**src/rtl/cs_sample_feeder.sv**
```systemverilog
// Sample feeder for the CS 9-tap series filter: buffers bursty producer samples, primes a
// full window before streaming one sample per clock, and qualifies the returned CS result.
//
// state  | meaning
// IDLE   | FIFO flushed, waiting for the first sample
// PRIME  | filling FIFO up to PRIME_LVL, no pops
// STREAM | popping one sample to X every clock
module cs_sample_feeder #(
  parameter int DATA_W     = 8,
  parameter int Y_W        = 10,
  parameter int FIFO_DEPTH = 16,
  parameter int PRIME_LVL  = 9
) (
  input  logic              clk,
  input  logic              reset,
  input  logic              clear,
  input  logic [DATA_W-1:0] in_data,
  input  logic              in_valid,
  output logic              in_ready,
  output logic [DATA_W-1:0] X,
  input  logic [Y_W-1:0]    Y,
  output logic [Y_W-1:0]    y_out,
  output logic              y_valid,
  output logic              underrun,
  output logic [4:0]        level
);

  localparam int AW = $clog2(FIFO_DEPTH);
  localparam logic [AW-1:0] PTR_ONE  = AW'(1);
  localparam logic [4:0]    FULL_LVL = 5'(FIFO_DEPTH);
  localparam logic [4:0]    PRIME_L  = 5'(PRIME_LVL);
  localparam logic [3:0]    WIN_LEN  = 4'd9;

  typedef enum logic [1:0] {IDLE, PRIME, STREAM} state_t;

  state_t            state;
  logic [DATA_W-1:0] mem [FIFO_DEPTH];
  logic [AW-1:0]     wr_ptr;
  logic [AW-1:0]     rd_ptr;
  logic [3:0]        win_cnt;
  logic              x_real;
  logic              push;
  logic              pop;

  assign in_ready = reset && (level != FULL_LVL);
  assign push     = in_valid && in_ready && !clear;
  assign pop      = (state == STREAM) && (level != 5'd0);

  // Storage needs no reset; occupancy is tracked by level and the pointers.
  always_ff @(posedge clk) begin
    if (push) mem[wr_ptr] <= in_data;
  end

  always_ff @(posedge clk or negedge reset) begin
    if (!reset) begin
      state    <= IDLE;
      wr_ptr   <= '0;
      rd_ptr   <= '0;
      level    <= '0;
      X        <= '0;
      x_real   <= 1'b0;
      win_cnt  <= '0;
      y_out    <= '0;
      y_valid  <= 1'b0;
      underrun <= 1'b0;
    end else if (clear) begin
      state    <= IDLE;
      wr_ptr   <= '0;
      rd_ptr   <= '0;
      level    <= '0;
      x_real   <= 1'b0;
      win_cnt  <= '0;
      y_out    <= Y;
      y_valid  <= 1'b0;
      underrun <= 1'b0;
    end else begin
      // Y was produced on the previous edge from the window win_cnt described then.
      y_out   <= Y;
      y_valid <= (win_cnt == WIN_LEN);
      if (x_real) win_cnt <= (win_cnt == WIN_LEN) ? WIN_LEN : win_cnt + 4'd1;
      else        win_cnt <= '0;

      if (push) wr_ptr <= wr_ptr + PTR_ONE;

      case ({push, pop})
        2'b10:   level <= level + 5'd1;
        2'b01:   level <= level - 5'd1;
        default: level <= level;
      endcase

      case (state)
        IDLE: begin
          x_real <= 1'b0;
          if (push) state <= PRIME;
        end
        PRIME: begin
          x_real <= 1'b0;
          if (level >= PRIME_L) state <= STREAM;
        end
        STREAM: begin
          if (pop) begin
            X      <= mem[rd_ptr];
            rd_ptr <= rd_ptr + PTR_ONE;
            x_real <= 1'b1;
          end else begin
            x_real   <= 1'b0;
            underrun <= 1'b1;
            state    <= PRIME;
          end
        end
        default: begin
          x_real <= 1'b0;
          state  <= IDLE;
        end
      endcase
    end
  end

endmodule

```
**config.mk**
```make
export PLATFORM = sky130hd
export DESIGN_NAME = cs_sample_feeder
export DESIGN_NICKNAME = d
export VERILOG_FILES = /design/src/rtl/cs_sample_feeder.sv
export SDC_FILE = /design/constraint.sdc
export NUM_CORES = 1
export LEC_CHECK = 0
export CORE_AREA = 2 2 155 157
export CTS_CLUSTER_SIZE = 8
export DETAILED_ROUTE_END_ITERATION = 10
export DIE_AREA = 0 0 157 159
export HOLD_SLACK_MARGIN = 0.15
export SLEW_MARGIN = 20
export SYNTH_ARGS = -nofsm -noshare
export SYNTH_HDL_FRONTEND = slang
export SYNTH_SLANG_ARGS = --single-unit
```
**constraint.sdc**
```tcl
create_clock -name clk -period 3.1 [get_ports clk]
set_clock_uncertainty 0.2 [all_clocks]
set_input_delay 0.31 -clock clk [delete_from_list [all_inputs] [get_ports clk]]
set_output_delay 0.31 -clock clk [all_outputs]
set_load 0.02 [all_outputs]
```
# Word level (Yosys, flattened, before mapping)
# Memories as Yosys holds them, arrays and structs flattened. A register that Yosys moved wholly into a read port is not among the register bits.
# Cells that the tools add are included.
# W data, S select, Z words.
word_totals:
  regBits: 32
  latchBits: 0
  mem_bits_rw: 128
  rom_bits: 0
  in_bits: 22
  output_inout_bits: 26
  elab_cells: 67
  n_memories: 1
mem_list:
  columns: ["memory", "words", "width", "rd", "rd_ports_with_merged_regs", "wr", "line", "text"]
  rows:
  - ["mem", 16, 8, 1, 1, 1, "37", "logic [DATA_W-1:0] mem [FIFO_DEPTH];"]
classes:
  addsub: 5
  multipliers: 0
  div_mod_pow: 0
  magnitude_cmp: 1
  eq_ne: 10
  shift: 0
  mux: 24
  bitwise_logic: 1
  n_reduce_logical: 16
op_table:
  columns: ["operator", "count"]
  rows:
  - ["$mux W4", 8]
  - ["$add A4 B1 Y4 const B", 3]
  - ["$pmux W5 S2", 1]
  - ["$mux W1", 9]
  - ["$ne A3 B3 Y1 const B", 3]
  - ["$mux W2", 4]
  - ["$pmux W2 S3", 1]
  - ["$reduce_and A3 Y1", 2]
  - ["$reduce_bool A2 Y1", 3]
  - ["$add A5 B1 Y5 const B", 1]
  - ["$ge A5 B4 Y1 const B", 1]
  - ["$mux W5", 1]
  - ["$ne A5 B5 Y1 const B", 1]
  - ["$reduce_bool A5 Y1", 1]
  - ["$sub A5 B1 Y5 const B", 1]
  - ["$eq A2 B1 Y1 const B", 2]
  - ["$eq A2 B2 Y1 const B", 2]
  - ["$eq A4 B4 Y1 const B", 1]
  - ["$logic_and A1 B1 Y1", 4]
  - ["$reduce_and A2 Y1", 2]
  - ["$reduce_bool A3 Y1", 1]
  - ["$logic_not A1 Y1", 2]
  - ["$logic_not A2 Y1", 1]
  - ["$ne A2 B2 Y1 const B", 1]
  - ["$not A1 Y1", 1]

# Longest topological paths before layout
logic_depth:
  ltp_word: 7
  mapped_depth: 12
  mapped_depth_nobuf: 10

# Worst setup path after synthesis
# No wires, ideal clock.
synth_path:
  path_type: "register -> register"
  from: "register level[1]"
  to: "register level[2]"
  setup_time_ns: 0.132
  t_arrival_ns: 2.699
  required_time_ns: 2.768
  path_slack_ns: 0.069
  path_stages_with_launch: 12
  n_path_buf: 2
  synth_period_minus_slack_ns: 3.031
  cell_sequence: "dfrtp_1 -> buf_6 -> or4_4 -> buf_6 -> o21ai_2 -> nor2_1 -> xor2_1 -> ha_1 -> or3_2 -> o32ai_1 -> xnor2_1 -> nor2_1"
synth_between:
  elab_chain_cells: 7
  word_cells_on_any_way: 13
  cone_classes: "add/sub (2); eq/ne (3); mux (2); reduce/logical (6)"
synth_lines:
  columns: ["item", "line", "text"]
  rows:
  - ["start, declared", "25", "output logic [4:0] level"]
  - ["start signal, assigned", "86", "2'b10: level <= level + 5'd1;"]
  - ["start signal, assigned", "87", "2'b01: level <= level - 5'd1;"]
  - ["start signal, assigned", "88", "default: level <= level;"]
  - ["$ne A5 B5 Y1", "45", "assign in_ready = reset && (level != FULL_LVL);"]
  - ["$logic_and A1 B1 Y1", "45", null]
  - ["$logic_and A1 B1 Y1 (2 in a row)", "46", "assign push = in_valid && in_ready && !clear;"]
  - ["$eq A2 B1 Y1 or $eq A2 B2 Y1 (tied branches)", "85", "case ({push, pop})"]
  - ["$pmux W5 S2", "85", null]
  - ["$mux W5", "66", "end else if (clear) begin"]
# Several ways; a longest one is shown, not always the timed one.
# A chain may end at the register's enable or synchronous reset.

# Final worst setup path
layout_path:
  from: "register level[0]"
  to: "register level[2]"
# Same word-level chain as after synthesis.

==> reports/metrics.csv <==
stage,metric,value,unit
placement,dp_cells,760,
setup_path,cp_common_cell,nor2_1,
yosys,syn_area,6844,µm²
yosys,synth_ff_type,edfxtp_1,
clock_tree,cts_resized,0,
min_path,holdCritStartpoint,state[0],
cells_and_area,insertedDiodeCount,0,
route,final_antenna_net_count,0,
setup_path,crit_type,reg -> reg,
sta,fin_tns_setup,0,ns
setup_path,critical_path.max_fanout,6,
power,irDropWorstVdd,309.0,µV
cells_and_area,synthToLayoutAreaGrowth,23.42,%
die,std_cell_rows,56,
setup_path,rr_endpoint,level[2],
power,combPwrFrac,0.041,
route,routed_via_density,4.573,
sta,hold_viol_final,0,
setup_path,end_kind,flop,
power,power,4633,µW
yosys,synthesis.nets,419,
die,initial_core_util,0.2951,
yosys,seq_area_frac_synth,0.7079,
power,swShare,0.2128,
global_route,grt_pass1_wl,21.70,mm
placement,portBuffers,47,
global_route,grt_max_degree,46,
setup_path,critPathRequiredTime,3.20,ns
yosys,ys_ff_latch,168,
cells_and_area,final_common_cell,edfxtp_1,
power,p_int,3647,µW
route,finalWirelength,14.00,mm
power,power_density,548.5,nW/µm²
clock_tree,path_clk_slew,0.06,ns
cells_and_area,seqCellArea,4846,µm²
global_route,grt_antenna_before_repair,0,
clock_tree,cts_buffers,17,
yosys,syn_area_per_cell,17.64,µm²
outcome,status,"complete, no violations",
sta,min_period,2.898,ns
route,first_pass_iters,4,
route,drcViolationCount,0,
sta,timing.final.crit_share,0.9348,
cells_and_area,utilization,0.3642,
yosys,synth_edf_count,128,
yosys,syn_inst,388,
min_path,hold_depth,1,
power,leakagePower,0.002817,µW
sta,finalMaxSlewViolations,0,
setup_path,crit_slowest_cell,or4_4,
cells_and_area,nFillCells,2199,
global_route,overflow,0,
yosys,ys.warnings.count,0,
placement,hpwlAfterDp,8.695,mm
sta,tightestPinTransition,0.5936,ns
sta,grt_setup_unrepaired,no,
global_route,grt_pass1_vias,3831,
die,pin_count,48,
setup_path,start_kind,flop,
cells_and_area,drive_gt1_frac,0.2128,
setup_path,reg2reg_slack,0.20,ns
route,dr.first_iter.drc_count,303,
die,die_area,24960,µm²
min_path,min_to,state[0],
flow_run,max_cap_viol_count,0,
die,die_w,157,µm
setup_path,r2r.worst_path.cells,9,
setup_path,arrival,3.00,ns
global_route,grtUsageTotal,0.1177,
clock_tree,cts_tree,yes,
yosys,yosys.cell_types.count,53,
yosys,async_reset_ff_frac,0.2381,
setup_path,worst-path-buf-inv,0,
power,seq_power_share,0.532,
clock_tree,clock_sinks,168,
clock_tree,clockRootBuffer,clkbuf_16,
setup_path,path_depth,9,
route,wl_per_cell,17.44,µm
sta,slew_headroom,0.6030,
die,die_y,159,µm
cells_and_area,fin_cells,803,
cells_and_area,layout_common_cells,"128 x edfxtp_1, 46 x clkdlybuf4s50_1, 39 x dfrtp_1",
clock_tree,clk-insertion-delay-late,0.43,ns
clock_tree,cts_setup_buffers,0,
placement,gp_congestion,0.8084,
min_path,hold_path_class,reg -> reg,
clock_tree,cts_buffer_depth,2,
clock_tree,htree_levels,4,
die,coreArea,23190,µm²
power,power.switching,986.1,µW
setup_path,critPathMaxStageDelay,0.61,ns
route,vias,3672,
setup_path,rr_startpoint,level[0],
sta,setup_violations,0,
sta,fmax,345.1,MHz
setup_path,path_delay_family,simple AND/OR/NAND/NOR gates,
cells_and_area,multi_input_area,1842,µm²
setup_path,crit_chain,"or4_4, o21ai_2, nor2_1, xor2_1, ha_1, or3_2, o32ai_1, xnor2_1, nor2_1",
cells_and_area,nets,502,
power,clockPowerShare,0.427,
## through the flow
step           instance area [µm²]  hold slack, ns  setup WS [ns]
2_1_floorplan                 6844         -0.1856        0.06870
3_3_place_gp                  7786          0.2420         0.2550
3_5_place_dp                  7786          0.2522         0.1583
4_1_cts                       8447          0.2975         0.1835
5_1_grt                       8447          0.3264        0.07458
6_report                      8447          0.2977         0.2021
## metal layers
| layer | vias to the layer above | part of all wire | GRT usage |
|---|---|---|---|
| met5 | - | 0 | 0 |
| met4 | 0 | 0.0084 | 0.03628 |
| met3 | 11 | 0.047 | 0.03157 |
| met2 | 92 | 0.49 | 0.1904 |
| met1 | 1893 | 0.45 | 0.1545 |
| li1 | 1676 | - | - |
## synth_stat cells, types with 3 or more instances
cell type	instances	area share
clkbuf_1	6	0.0033
a21oi_1	13	0.0095
buf_2	6	0.0044
edfxtp_1	128	0.56
a31oi_1	3	0.0027
dfrtp_1	40	0.15
xor2_1	6	0.0077
ha_1	9	0.016
mux2i_1	17	0.025
xnor2_1	4	0.0051
mux4_2	32	0.11
nand2b_1	7	0.0064
inv_1	4	0.0022
nor2_1	33	0.018
o221ai_1	8	0.010
nor3_1	5	0.0037
nand2_1	19	0.010
## power groups by stage
stage | combinational [µW] | clock, µW | sequential (µW)
after CTS | 194 | 2030 | 2460
final | 191 | 1980 | 2470
after global placement | 175 | 0 | 2510
after global routing | 208 | 2120 | 2470
after detailed placement | 182 | 0 | 2510
after floorplan | 49.0 | 0 | 2530
## worst max path at each step
stage / start / endpoint / slack (ns)
floorplan: level[1] / level[2] / 0.07
global placement: level[0] / level[2] / 0.25
detailed placement: in_valid / level[2] / 0.16
CTS: level[0] / level[2] / 0.18
global route: level[0] / level[2] / 0.07
finish: level[0] / level[2] / 0.20
## what timing repair did
action,CTS,global route
hold buffers,11,0
hold endpoints to repair,50,0
endpoints found under the setup margin,0,0
## sequential cells by signal (all words and copies together), names as in the netlist
signal    count
mem         128
y_out        10
X             8
level         5
rd_ptr        4
win_cnt       4
wr_ptr        4
state         2
underrun      1
x_real        1
y_valid       1
## worst reg2reg max path: stages (launching register included)
cell	delay, ns
dfrtp_1	0.38
or4_4	0.61
o21ai_2	0.19
nor2_1	0.09
xor2_1	0.15
ha_1	0.23
or3_2	0.45
o32ai_1	0.27
xnor2_1	0.16
nor2_1	0.06
## cell type report
type                            instances  area share
Clock buffer                           19     0.05125
Sequential cell                       168      0.5737
Clock inverter                         13     0.01392
Timing Repair Buffer                   85     0.09362
Multi-Input combinational cell        194      0.2180
Tap cell                              319     0.04725
Inverter                                5    0.002222
## logic make-up after synthesis
| group | Yosys count | share of synthesized area |
|---|---|---|
| flip-flops | 168 | 0.7079 |
| AND/OR/NAND/NOR | 84 | 0.06088 |
| multiplexers | 49 | 0.1302 |
| AO/OA/AOI/OAI | 41 | 0.04735 |
| buffers and inverters | 26 | 0.02303 |
| XOR/XNOR | 10 | 0.01280 |
| adder cells (fa/ha/maj) | 10 | 0.01792 |
No activity file was read; power rests on OpenSTA's default activity.
==> variant 1 (config.mk and constraints unchanged) <==
Put one more register stage on the output `level`, without a reset. The value now appears one clock later. The other outputs are not delayed to match.
--- a/src/rtl/cs_sample_feeder.sv
+++ b/src/rtl/cs_sample_feeder.sv
@@ -34,4 +34,6 @@
   typedef enum logic [1:0] {IDLE, PRIME, STREAM} state_t;
 
+  logic [4:0] level_s0;
+
   state_t            state;
   logic [DATA_W-1:0] mem [FIFO_DEPTH];
@@ -43,7 +45,7 @@
   logic              pop;
 
-  assign in_ready = reset && (level != FULL_LVL);
+  assign in_ready = reset && (level_s0 != FULL_LVL);
   assign push     = in_valid && in_ready && !clear;
-  assign pop      = (state == STREAM) && (level != 5'd0);
+  assign pop      = (state == STREAM) && (level_s0 != 5'd0);
 
   // Storage needs no reset; occupancy is tracked by level and the pointers.
@@ -57,5 +59,5 @@
       wr_ptr   <= '0;
       rd_ptr   <= '0;
-      level    <= '0;
+      level_s0 <= '0;
       X        <= '0;
       x_real   <= 1'b0;
@@ -68,5 +70,5 @@
       wr_ptr   <= '0;
       rd_ptr   <= '0;
-      level    <= '0;
+      level_s0 <= '0;
       x_real   <= 1'b0;
       win_cnt  <= '0;
@@ -84,7 +86,7 @@
 
       case ({push, pop})
-        2'b10:   level <= level + 5'd1;
-        2'b01:   level <= level - 5'd1;
-        default: level <= level;
+        2'b10:   level_s0 <= level_s0 + 5'd1;
+        2'b01:   level_s0 <= level_s0 - 5'd1;
+        default: level_s0 <= level_s0;
       endcase
 
@@ -96,5 +98,5 @@
         PRIME: begin
           x_real <= 1'b0;
-          if (level >= PRIME_L) state <= STREAM;
+          if (level_s0 >= PRIME_L) state <= STREAM;
         end
         STREAM: begin
@@ -117,4 +119,8 @@
   end
 
+  always_ff @(posedge clk) begin
+    level <= level_s0;
+  end
+
 endmodule
 
Formal check against the unedited RTL: not equivalent (Yosys sat finds a counterexample within 4 cycles, from zero or initial values and one cycle with reset low).
==> variant 1 against the original RTL <==
Sequential share of layout area is 0.78 points higher; core utilization increased by 0.25 points; final area grew 0.70%; global-route usage is 0.45 points lower; count of clock-buffer cells in the layout is 1 lower; synthesized cell count is 1.3% higher; cell count up 0.37%; synthesized area up 1.5%; largest cell class unchanged; sequential cell count up 5; power is 1.8% lower; largest power group unchanged; setup slack worse by 0.045 ns; routed wire length decreased by 4.0%.
==> variant 1: results <==
export IMPL_pg_seq_mw=2.53
export IMPL_drtIter0Drc=291
export IMPL_dr_wl_met3_um=635
export IMPL_clkSinkCount=173
export IMPL_synth_distinct_cells=54
export IMPL_outcome="finished, final reports clean"
export IMPL_use_met3_pct=3.729
export IMPL_clk_share_pct=5.899
export IMPL_cell_internal_pwr_mw=3.608
export IMPL_track_usage_pct=11.32
export IMPL_irDropWorstVdd_mv=0.3207
export IMPL_grt_use_met2_pct=18.26
export IMPL_synth_compound_area_share_pct=4.667
export IMPL_register_area_um2=4946
export IMPL_buffers=86
export IMPL_async_flop_share_pct=23.12
export IMPL_use_met1_pct=14.89
export IMPL_synth_fa_ha_area_share_pct=1.766
export IMPL_ys_seq_area_share_pct=71.21
export IMPL_multi_input_area_share_pct=21.65
export IMPL_vias_per_cell=4.612
export IMPL_nets=508
export IMPL_post_dp_hpwl_um=8700
export IMPL_clk_latency_ns=0.41
export IMPL_gp_congestion=0.7853
export IMPL_syn_num_nets=424
export IMPL_arrival_ns=3.03
export IMPL_routed_wirelength_um=13440
export IMPL_p_leak_nw=2.843
export IMPL_dp_cells=766
export IMPL_synth_xor_area_share_pct=1.261
export IMPL_wl_met2_um=6677
export IMPL_buffer_area_share_pct=9.385
export IMPL_nClkBuffers=18
-- variant 1: cell count changes after synthesis, sizes merged --
cell	unedited run	this run
dfxtp	0	5
-- variant 1: worst paths after layout --
kind	to	slack, ns	depth (start not counted)
worst max-delay path	level_s0[2]	0.16	9
worst min-delay path	state[0]	0.30	1
worst max register to register	level_s0[2]	0.16	9
worst min register to register	state[0]	0.30	1
max in group asynchronous	rd_ptr[0]	1.94	3
min in group asynchronous	win_cnt[0]	0.35	3
-- variant 1: per-stage QoR --
stage | setup WS, ns | total power, mW | cell area (um2) | utilization [%]
final | 0.1574 | 4.552 | 8506 | 36.67
after global routing | 0.07374 | 4.720 | 8506 | 36.67
after CTS | 0.1604 | 4.602 | 8506 | 36.67
after detailed placement | 0.1779 | 2.758 | 7894 | 34.04
after global placement | 0.2475 | 2.752 | 7894 | 34.04
after floorplan | 0.1835 | 2.643 | 6944 | -
==> variant 2 (same flow settings) <==
Without the edit above. The parameter `FIFO_DEPTH` goes from 16 to 8.
--- a/src/rtl/cs_sample_feeder.sv
+++ b/src/rtl/cs_sample_feeder.sv
@@ -9,5 +9,5 @@
   parameter int DATA_W     = 8,
   parameter int Y_W        = 10,
-  parameter int FIFO_DEPTH = 16,
+  parameter int FIFO_DEPTH = 8,
   parameter int PRIME_LVL  = 9
 ) (
Function: changed (Yosys sat finds a counterexample within 10 cycles, from zero or initial values and one cycle with reset low).
==> variant 2 against the original RTL <==
Global-route usage down 4.3 points; sequential cell count down 66; power down 39%; setup slack worse by 0.028 ns; clock power down 44%; synthesized area down 40%; final area down 36%; routed wire length down 38%; die area unchanged; core utilization down 13 points; combinational power up 9%; largest power group unchanged.
==> variant 2: results <==
export IMPL_top_regs="mem x64, y_out x10, X x8"
export IMPL_synth_distinct_cells=38
export IMPL_p_leak_nw=1.867
export IMPL_cts_buffers=9
export IMPL_outcome="finished, final reports clean"
export IMPL_ys_seq_area_share_pct=69.43
export IMPL_synth_compound_area_share_pct=4.536
export IMPL_vias_per_cell=3.592
export IMPL_post_dp_hpwl_um=6030
export IMPL_synth_area_top_cells="edfxtp_1 (46%), dfrtp_1 (23%), mux4_2 (8.7%)"
export IMPL_cts_max_level=3
export IMPL_clockBufferDepth=2
export IMPL_crit_fanout=4
export IMPL_yosys_warnings=0
export IMPL_track_usage_pct=7.483
export IMPL_clk_pin_slew_worst_paths_ns=0.07
export IMPL_synth_edf_count=64
export IMPL_hold_viol=0
export IMPL_drive_gt1_share_pct=19.39
export IMPL_synth_mux_area_share_pct=11.61
export IMPL_synth_xor_area_share_pct=1.693
export IMPL_grt_pass1_wl_um=13950
export IMPL_nets=355
export IMPL_drtIter0Drc=111
export IMPL_async_flop_share_pct=37.25
export IMPL_clk_latency_ns=0.34
export IMPL_drt_pass1_iterations=4
export IMPL_grt_pass1_vias=2454
export IMPL_gp_congestion=0.7618
export IMPL_portBuffers=47
export IMPL_syn_num_nets=286
export IMPL_ys_flop_type="edfxtp_1"
export IMPL_relSlewSlack_pct=43.56
export IMPL_wl_per_cell_um=13.40
export IMPL_dpl_worst_slack_ns=0.1181
export IMPL_hold_path_class="in2reg"
export IMPL_synth_fa_ha_area_share_pct=2.842
export IMPL_irDropWorstVdd_mv=0.2424
export IMPL_cts_root_buffer="clkbuf_16"
export IMPL_grt_max_degree=24
export IMPL_ys_top_cells_by_count="edfxtp_1 (64), dfrtp_1 (38), nor2_1 (32), a21oi_1 (16), mux4_2 (16)"
export IMPL_antenna_found_initial=1
-- variant 2: path summary, 6_finish.rpt --
check | startpoint | to | slack (ns) | cells past startpoint
max | level[1] | level[4] | 0.17 | 9
min | Y[1] | y_out[1] | 0.21 | 1
max reg2reg | level[1] | level[4] | 0.17 | 9
min reg2reg | underrun | underrun | 0.30 | 2
max in group asynchronous | reset | win_cnt[3] | 1.82 | 4
min in group asynchronous | reset | level[0] | 0.29 | 3
-- variant 2: stage by stage --
stage | util [%] | hold slack (ns) | instance area (um2) | instances | power [mW]
CTS | 23.32 | 0.1878 | 5408 | 648 | 2.866
global placement | 22.00 | 0.1002 | 5101 | 631 | 1.730
finish | 23.37 | 0.2078 | 5420 | 650 | 2.817
floorplan | - | -0.1856 | 4138 | 256 | 1.613
detailed placement | 22.00 | 0.1141 | 5101 | 631 | 1.736
global route | 23.36 | 0.1861 | 5418 | 649 | 2.943
-- variant 2: critical path, cell delays in order, from the launching register on --
cell	delay, ns
dfrtp_1	0.43
or4_4	0.58
nand3_1	0.12
o21ai_0	0.15
fa_2	0.39
nand2b_1	0.15
o2bb2ai_1	0.13
or3_4	0.37
and3_4	0.19
nor3_2	0.14
-- variant 2: where the power goes --
part	internal [mW]	leakage [nW]	switching, mW
Combinational	0.100	0.665	0.108
Clock	0.627	0.142	0.484
Sequential	1.48	1.06	0.0195
Total	2.21	1.87	0.611
-- variant 2: repair_timing --
action                                  CTS  global route
setup buffers                             0             1
resized for setup                         0             1
hold endpoints to repair                 38             0
endpoints found under the setup margin    0             1
hold buffers                              1             0
-- variant 2: area by class of cell --
type / count / area (um2)
antenna: 1 / 2.502
clock buffer: 9 / 225.2
clock inverter: 7 / 71.32
fill: 2397 / 17770
inverter: 7 / 26.28
multi-input combinational: 137 / 1197
sequential: 102 / 2873
tap: 319 / 399.1
timing repair buffer: 68 / 625.6
-- variant 2: routing by layer --
layer  track usage [%]  vias up  share of wire, %  wire length [um]
li1                  -     1090                 -                 -
met1             9.111     1173                44              3836
met2             12.04       63                48              4160
met3             2.994        9               7.2               623
met4             2.460        0               1.1                93
met5                 0        -                 0                 0
-- variant 2: cells by family after synthesis --
family                     count (synthesis)
AOI/OAI and AO/OA                         27
xor gates and xnor gates                   8
adders and majority gates                  9
buffers and inverters                     17
DFF                                      102
muxes                                     28
and+or+nand+nor                           65
